File: src/rtl/ntru_pkg.sv
// Shared NTRU-HRSS constants and types for the coin/coefficient datapath.
package ntru_pkg;
  localparam int N_HRSS         = 701;
  localparam int COIN_W         = 256;
  localparam int BYTES_PER_WORD = 32;

  typedef enum logic [2:0] {IDLE, LOAD, EMIT, ZERO, FIN} state_t;

  typedef logic [1:0] coef_t;
endpackage

File: src/rtl/mod3_byte.sv
// Combinational byte mod 3: 16 and 4 are both 1 mod 3, so nibble and
// 2-bit digit sums fold the byte down to 0..5 before a small table.
module mod3_byte
  import ntru_pkg::*;
(
  input  logic [7:0] b,
  output coef_t      m
);
  logic [4:0] s1;
  logic [3:0] s2;
  logic [2:0] s3;

  always_comb begin
    s1 = {1'b0, b[7:4]} + {1'b0, b[3:0]};
    s2 = {1'b0, s1[4:2]} + {2'b00, s1[1:0]};
    s3 = {1'b0, s2[3:2]} + {1'b0, s2[1:0]};
    case (s3)
      3'd1, 3'd4: m = 2'd1;
      3'd2, 3'd5: m = 2'd2;
      default:    m = 2'd0;
    endcase
  end
endmodule

File: src/rtl/ternary_sampler.sv
// sample_iid ternary sampler: one coin byte per coefficient, reduced mod 3,
// with the final coefficient forced to 0.
module ternary_sampler
  import ntru_pkg::*;
#(
  parameter int N     = N_HRSS,
  parameter int IDX_W = 10
) (
  input  logic              clk,
  input  logic              rst,
  input  logic              start,
  output logic              busy,
  output logic              done,
  input  logic [COIN_W:1]   coins_in,
  input  logic              coins_valid,
  output logic              coins_ready,
  output coef_t             coef_out,
  output logic [IDX_W-1:0]  coef_idx,
  output logic              coef_last,
  output logic              coef_valid,
  input  logic              coef_ready
);
  localparam logic [IDX_W-1:0] IDX_PENULT = IDX_W'(N - 2);
  localparam logic [4:0]       PTR_LAST   = 5'(BYTES_PER_WORD - 1);

  state_t            state;
  logic [COIN_W:1]   word;
  logic [4:0]        ptr;
  logic [IDX_W-1:0]  idx;
  logic [7:0]        cur_byte;
  coef_t             byte_mod;

  assign cur_byte = word[32'(ptr) * 8 + 1 +: 8];

  mod3_byte u_mod3 (.b(cur_byte), .m(byte_mod));

  // Outputs decode only registered state, so nothing flows in from inputs.
  assign coef_out = (state == EMIT) ? byte_mod : 2'd0;
  assign coef_idx = idx;

  always_ff @(posedge clk) begin
    if (rst) begin
      state       <= IDLE;
      word        <= '0;
      ptr         <= '0;
      idx         <= '0;
      busy        <= 1'b0;
      done        <= 1'b0;
      coins_ready <= 1'b0;
      coef_valid  <= 1'b0;
      coef_last   <= 1'b0;
    end else begin
      unique case (state)
        IDLE: if (start) begin
          idx         <= '0;
          state       <= LOAD;
          busy        <= 1'b1;
          coins_ready <= 1'b1;
        end
        LOAD: if (coins_valid) begin
          word        <= coins_in;
          ptr         <= '0;
          state       <= EMIT;
          coins_ready <= 1'b0;
          coef_valid  <= 1'b1;
        end
        EMIT: if (coef_ready) begin
          idx <= idx + 1'b1;
          ptr <= ptr + 1'b1;
          if (idx == IDX_PENULT) begin
            state     <= ZERO;
            coef_last <= 1'b1;
          end else if (ptr == PTR_LAST) begin
            state       <= LOAD;
            coef_valid  <= 1'b0;
            coins_ready <= 1'b1;
          end
        end
        ZERO: if (coef_ready) begin
          state      <= FIN;
          coef_valid <= 1'b0;
          coef_last  <= 1'b0;
          done       <= 1'b1;
        end
        FIN: begin
          state <= IDLE;
          done  <= 1'b0;
          busy  <= 1'b0;
        end
        default: begin
          state       <= IDLE;
          busy        <= 1'b0;
          done        <= 1'b0;
          coins_ready <= 1'b0;
          coef_valid  <= 1'b0;
          coef_last   <= 1'b0;
        end
      endcase
    end
  end
endmodule

File: config.mk
export PLATFORM = sky130hd
export DESIGN_NAME = ternary_sampler
export DESIGN_NICKNAME = d
export VERILOG_FILES = /design/src/rtl/ntru_pkg.sv /design/src/rtl/mod3_byte.sv /design/src/rtl/ternary_sampler.sv
export SDC_FILE = /design/constraint.sdc
export NUM_CORES = 1
export LEC_CHECK = 0
export ABC_AREA = 1
export CORE_AREA = 2 2 139 277
export DETAILED_ROUTE_END_ITERATION = 7
export DIE_AREA = 0 0 141 279
export SYNTH_ARGS = -nofsm -noshare
export SYNTH_HDL_FRONTEND = slang
export SYNTH_SLANG_ARGS = --single-unit
File: constraint.sdc
create_clock -name clk -period 6.55 [get_ports clk]
set_input_delay 1.31 -clock clk [delete_from_list [all_inputs] [get_ports clk]]
set_output_delay 1.31 -clock clk [all_outputs]
set_load 0.02 [all_outputs]
**Yosys cells after proc, flatten, opt, wreduce, memory -nomap -nowiden**

Index checks and enable logic that the tools add are counted.
Widths: inputs -> output; s select.

- $add $sub $neg: 6
- Shift operators: 1
- Muxes and demuxes: 33
- Multiply operators: 0
- Divide/modulo/power cells: 0
- Order comparisons: 0
- Equality and inequality tests: 18
- Reduce and logical (&&, ||, !) cells: 19
- Bitwise operators: 5

Operators by type and width:

| kind | number |
|---|---|
| $shiftx 257x10->8 | 1 |
| $mux 10 | 2 |
| $pmux 10 s2 | 1 |
| $mux 3 | 6 |
| $mux 1 | 13 |
| $pmux 3 s4 | 1 |
| $reduce_and 6->1 | 2 |
| $add 10x1->10 const B | 1 |
| $eq 10x10->1 const B | 1 |
| $mux 5 | 2 |
| $ne 2x2->1 const B | 5 |
| $pmux 5 s2 | 1 |
| $add 8x1->9 const B | 1 |
| $eq 3x2->1 const B | 3 |
| $eq 3x3->1 const B | 3 |
| $reduce_or 3->1 | 3 |
| $pmux 1 s4 | 2 |
| $reduce_or 2->1 | 4 |
| $eq 3x1->1 const B | 2 |
| $reduce_and 2->1 | 3 |
| $reduce_and 3->1 | 2 |
| $add 4x4->5 | 1 |
| $add 5x1->5 const B | 1 |
| $eq 5x5->1 const B | 1 |
| other kinds (13) | 20 |

- Memory bits (writable): 0
- Word-level logic and storage cells: 91
- Register bits after elaboration: 279
- Bits of input ports: 261
- ROM bits: 0
- Latch bits: 0
- Output and inout bits: 17
- Memories kept: 0

**Depth between registers and ports, before layout**

Gate-level depths: netlist (run 1).

- Depth after elaboration: 9
- Mapped depth: 25
- Mapped depth without buffers: 23

**By module**

From an unflattened synthesis (run 1), not the netlist that was laid out.

- Cells, all modules: 1,974
- Area, all modules: 12,924.9 µm²

By module, submodules not included:

| module | seq. area each (µm²) | area an instance (µm²) | cells an instance | times used |
|---|---|---|---|---|
| ternary_sampler | 5,585.4 | 12,599.6 | 1,924 | 1 |
| mod3_byte | 0.0 | 325.3 | 50 | 1 |

**Least setup slack after synthesis (run 1)**

OpenSTA, ideal clock, no wires.

- Path kind: register -> output
- From: reg ptr[0]
- To: out coef_out[0]
- Buffers on the path: 3
- Data required time: 5,240 ps
- Arrival time: 4,020 ps
- Cell stages (with the launch flop): 25
- Path slack: 1,220 ps
- Cell sequence: dfxtp_1 -> buf_2 -> buf_4 -> buf_2 -> nor2_1 -> nor2_1 -> o21ai_0 -> nand3_1 -> nand3_1 -> nand2_1 -> nand2_1 -> inv_1 -> ha_1 -> inv_1 -> fa_1 -> xnor2_1 -> ha_1 -> inv_1 -> fa_1 -> xnor2_1 -> ha_1 -> inv_1 -> fa_1 -> a21oi_1 -> nor3_1

- Longest elaborated chain between the ends: 9
- Elaborated cells on any way between the ends: 13
- Classes of those cells: 4 x add/sub; 4 x eq/ne; 1 x shift; 2 x mux; 2 x reduce/logical

Ends and longest elaborated chain:

| item | RTL line | source |
|---|---|---|
| start, declared | ternary_sampler.sv:28 | `logic [4:0] ptr;` |
| start signal, assigned | ternary_sampler.sv:69 | `ptr <= ptr + 1'b1;` |
| $add 8x1->9 (*) | ternary_sampler.sv:33 | `assign cur_byte = word[32'(ptr) * 8 + 1 +: 8];` |
| $shiftx 257x10->8 (*) | ternary_sampler.sv:33 |  |
| $add 4x4->5 (*) | mod3_byte.sv:14 | `s1 = {1'b0, b[7:4]} + {1'b0, b[3:0]};` |
| $add 3x2->4 (*) | mod3_byte.sv:15 | `s2 = {1'b0, s1[4:2]} + {2'b00, s1[1:0]};` |
| $add 2x2->3 (*) | mod3_byte.sv:16 | `s3 = {1'b0, s2[3:2]} + {1'b0, s2[1:0]};` |
| $eq 3x2->1 (tied with other cells) | mod3_byte.sv:17 | `case (s3)` |
| $reduce_or 2->1 | mod3_byte.sv:17 |  |
| $pmux 2 s2 (*) | mod3_byte.sv:17 |  |
| $mux 2 (*) | ternary_sampler.sv:38 | `assign coef_out = (state == EMIT) ? byte_mod : 2'd0;` |
| end, declared | ternary_sampler.sv:17 | `output coef_t coef_out,` |

Mark *: on every way between the ends. The rest lies on a longest branch, timed or not.

**Worst setup path after layout (run 1)**

Ends and elaborated chain as after synthesis.

==> results of run 1 <==
[cells by family after synthesis]
| group | after synthesis |
|---|---|
| AND/OR/NAND/NOR | 1030 |
| adder cells (fa/ha/maj) | 13 |
| buffers and inverters | 218 |
| flip-flops | 279 |
| XOR/XNOR | 3 |
| AO/OA/AOI/OAI | 401 |
[synth_stat cells]
master and number:
nand3b_1 2, nand3_1 109, nand2_1 213, buf_6 14, nor2_1 689, nand2_2 2
buf_2 63, ha_1 10, o21bai_1 1, xnor2_1 2, clkinv_1 2, xor2_1 1
buf_4 4, nor2_2 1, nor2_4 2, and3_1 1, dfxtp_1 279, or2_2 1
o221a_2 1, o21a_1 1, fa_1 3, a21oi_1 69, inv_2 4, nand4_1 1
nor3_1 7, inv_1 78, nor3b_1 1, clkbuf_1 47, o21ai_0 329, buf_1 6
nand3_2 1
[routing by layer]
layer / vias up / routed length (um) / share of wire / global-route usage
met5: - / 0 / 0 / 0
met4: 0 / 2840 / 0.061 / 0.155
met3: 104 / 1970 / 0.043 / 0.0208
met2: 407 / 23500 / 0.51 / 0.399
met1: 6087 / 17900 / 0.39 / 0.257
li1: 6615 / - / - / -
[worst reg2reg max path: cells and delay by family, from the launching register on]
kind	cells	cell delay [ns]
buffers and inverters	3	0.92
and+or+nand+nor	4	1.18
DFF	1	0.47
[worst paths after layout]
path / from / slack, ns / endpoint
setup / recovery: ptr[0] / 0.26 / coef_out[0]
hold / removal: word[188] / 0.46 / word[188]
setup reg to reg: state[1] / 3.91 / word[233]
hold reg to reg: word[188] / 0.46 / word[188]
[state kept, by name (all words and copies together) (netlist names)]
name,count
coef_idx,10
coef_valid,1
word,256
state,3
coins_ready,1
busy,1
coef_last,1
ptr,5
done,1
[through the flow]
step	total power, W	cells	worst slack [ns]	instance area (sq um)
2_1_floorplan	0.00337	1944	1.22	12900
3_3_place_gp	0.00392	2570	0.472	15800
3_5_place_dp	0.00395	2570	0.348	15800
4_1_cts	0.00564	2622	0.265	16800
5_1_grt	0.00599	2629	0.0159	16900
6_report	0.00565	2629	0.263	16900
[what timing repair did]
| item | 4_1_cts | 5_1_grt |
|---|---|---|
| resized for setup | 8 | 14 |
| setup buffers | 4 | 1 |
| pin swaps | 0 | 1 |
| cloned | 1 | 0 |
| hold endpoints to repair | 0 | 0 |
| endpoints found under the setup margin | 2 | 2 |
[where the power goes]
part / switching (W) / total, W / leakage, nW / internal [W]
clock: 0.000687 / 0.00166 / 0.453 / 0.000969
sequential: 0.000199 / 0.00227 / 2.28 / 0.00207
combinational: 0.00106 / 0.00172 / 4.26 / 0.000661
[layout by cell type, fill, tap and decap left out, types with 6 or more instances in the layout]
cell type,Yosys,layout
nor2_1,689,689
nand2_1,213,213
clkbuf_16,0,28
dfxtp_1,279,277
clkdlybuf4s50_1,0,275
a21oi_1,69,69
o21ai_0,329,328
nand3_1,109,109
inv_1,78,75
ha_1,10,10
diode_2,0,6
nor3_1,7,6
buf_4,4,22
clkinv_2,0,6
[layout make-up]
type	instances	area, sq um
Tap cell	459	574
Timing Repair Buffer	307	3110
Multi-Input combinational cell	1447	6320
Clock buffer	36	761
Antenna cell	6	15.0
Inverter	84	329
Clock inverter	11	158
Sequential cell	279	5590
Fill cell	3828	20300
==> reports/qor.yml, run 1 <==
status:
  status: "completed"
synthesis:
  syn_avg_cell_area_sq_um: 6.63
  synth_top_family_by_area: "simple AND/OR/NAND/NOR gates"
  synth_top_area_frac: 0.433
  synthDistinctLibCells: 31
  yosys-top-cells-area: "dfxtp_1 (43%), nor2_1 (20%), o21ai_0 (13%)"
  yosys.area.top_type: "dfxtp_1"
  synth_compound_area_frac: 0.157
  ys_seq_elements: 279
  muxShareOfSynthArea: 0
  synth-adder-area-share: 0.0144
  synth_seq_area_share: 0.433
  yosys_warnings: 0
  synth-simple-area-share: 0.315
  synth_cells: 1944
  synth_xor_xnor_area_share: 0.00204
  netlist_area_sq_um: 12900
  syn_nets: 2218
floorplan:
  start_util: 0.347
  num_rows: 100
  io-pin-count: 278
  die_area_sq_um: 39300
  core-area_sq_um: 37200
  die_y_um: 279
  die_w_um: 141
min_path:
  hold_class: "reg -> reg"
  min_path_cells: 2
cells_and_area:
  fin_util: 0.454
  drive_gt1_frac: 0.0439
  area_delta_synth_final_pct: 30.8
  fin_nets: 2419
sta:
  maxSlewViolCount: 0
  holdWs_ns: 0.457
  finalSetupViolations: 0
  period_share: 0.960
  worst_pin_slew_ns: 1.10
  clock.fmax_ghz: 0.159
  fin_worst_skew_ns: 0.0126
  hold_viol: 0
  slew_headroom: 0.267
  period_minus_slack_ns: 6.29
  final.setup.tns_ns: 0
  rsz0062_at_grt: "false"
setup_path:
  ff2ff_path_depth: 7
  critical-path-max-stage-delay_ns: 0.57
  critPathLaunchType: "register"
  cp.depth: 23
  cp_common_cell: "nand2_1"
  path_class: "reg -> out"
  path_cells: "buf_4 -> buf_12 -> bufbuf_16 -> nand2_1 -> nand3_1 -> nand3_1 -> nand2_1 -> nor2_1 -> nand2_1 -> nand2_1 -> inv_1 -> ha_1 -> a21oi_1 -> nand2_1 -> xor2_1 -> fa_1 -> xnor2_1 -> ha_1 -> inv_1 -> fa_2 -> a21oi_1 -> nor3_1 -> buf_2"
  end_kind: "primary output"
  slowest_stage: "fa_2"
  arrival_ns: 4.98
  required_ns: 5.24
  path_buf_inv: 6
  cp_top_family: "adder cells"
  crit_path_max_fanout: 38
route:
  antenna_left: 0
  dr_total_vias: 13213
  wire_per_inst_um: 17.6
  drt-total-wl_um: 46300
  drc: 0
  via_per_inst: 5.03
  dr.pass1.iters: 5
  drt-initial-drc-count: 970
cts:
  cts_hold_buf: 0
  cts-root-buf: "clkbuf_16"
  clkLatencyLatePin_ns: 0.55
  cts_tree: "built"
  htreeDepth: 1
  cts_buffers: 26
  cts.sinks: 279
  clk_pin_slew_worst_paths_ns: 0.07
  clockBufferDepth: 3
grt:
  antenna_found_initial: 6
  grt_pass1_vias: 12945
  grt_usage: 0.227
  grt_pass1_wl_um: 70400
  grt_max_degree: 173
  grt.overflow.total: 0
place:
  port_buffers: 277
  dpl.hpwl_um: 32500
  place_congestion: 0.935
pwr:
  p_per_area_nw_per_um2: 335
  leakage_nw: 6.99
  ir_worst_vdd_uv: 199
flow_run:
  cap_violations: 0
(Power assumes the default switching activity.)
==> run 2, diff against run 1 <==
SLEW_MARGIN = 15   (was default)
==> results of run 2 <==
No change in the layout: final DEF, timing and power equal those of run 1.
==> run 3, diff against run 2 <==
PLACE_DENSITY = 0.6   (was default)
==> results of run 3 <==
No change in the layout: final DEF, timing and power equal those of run 1.
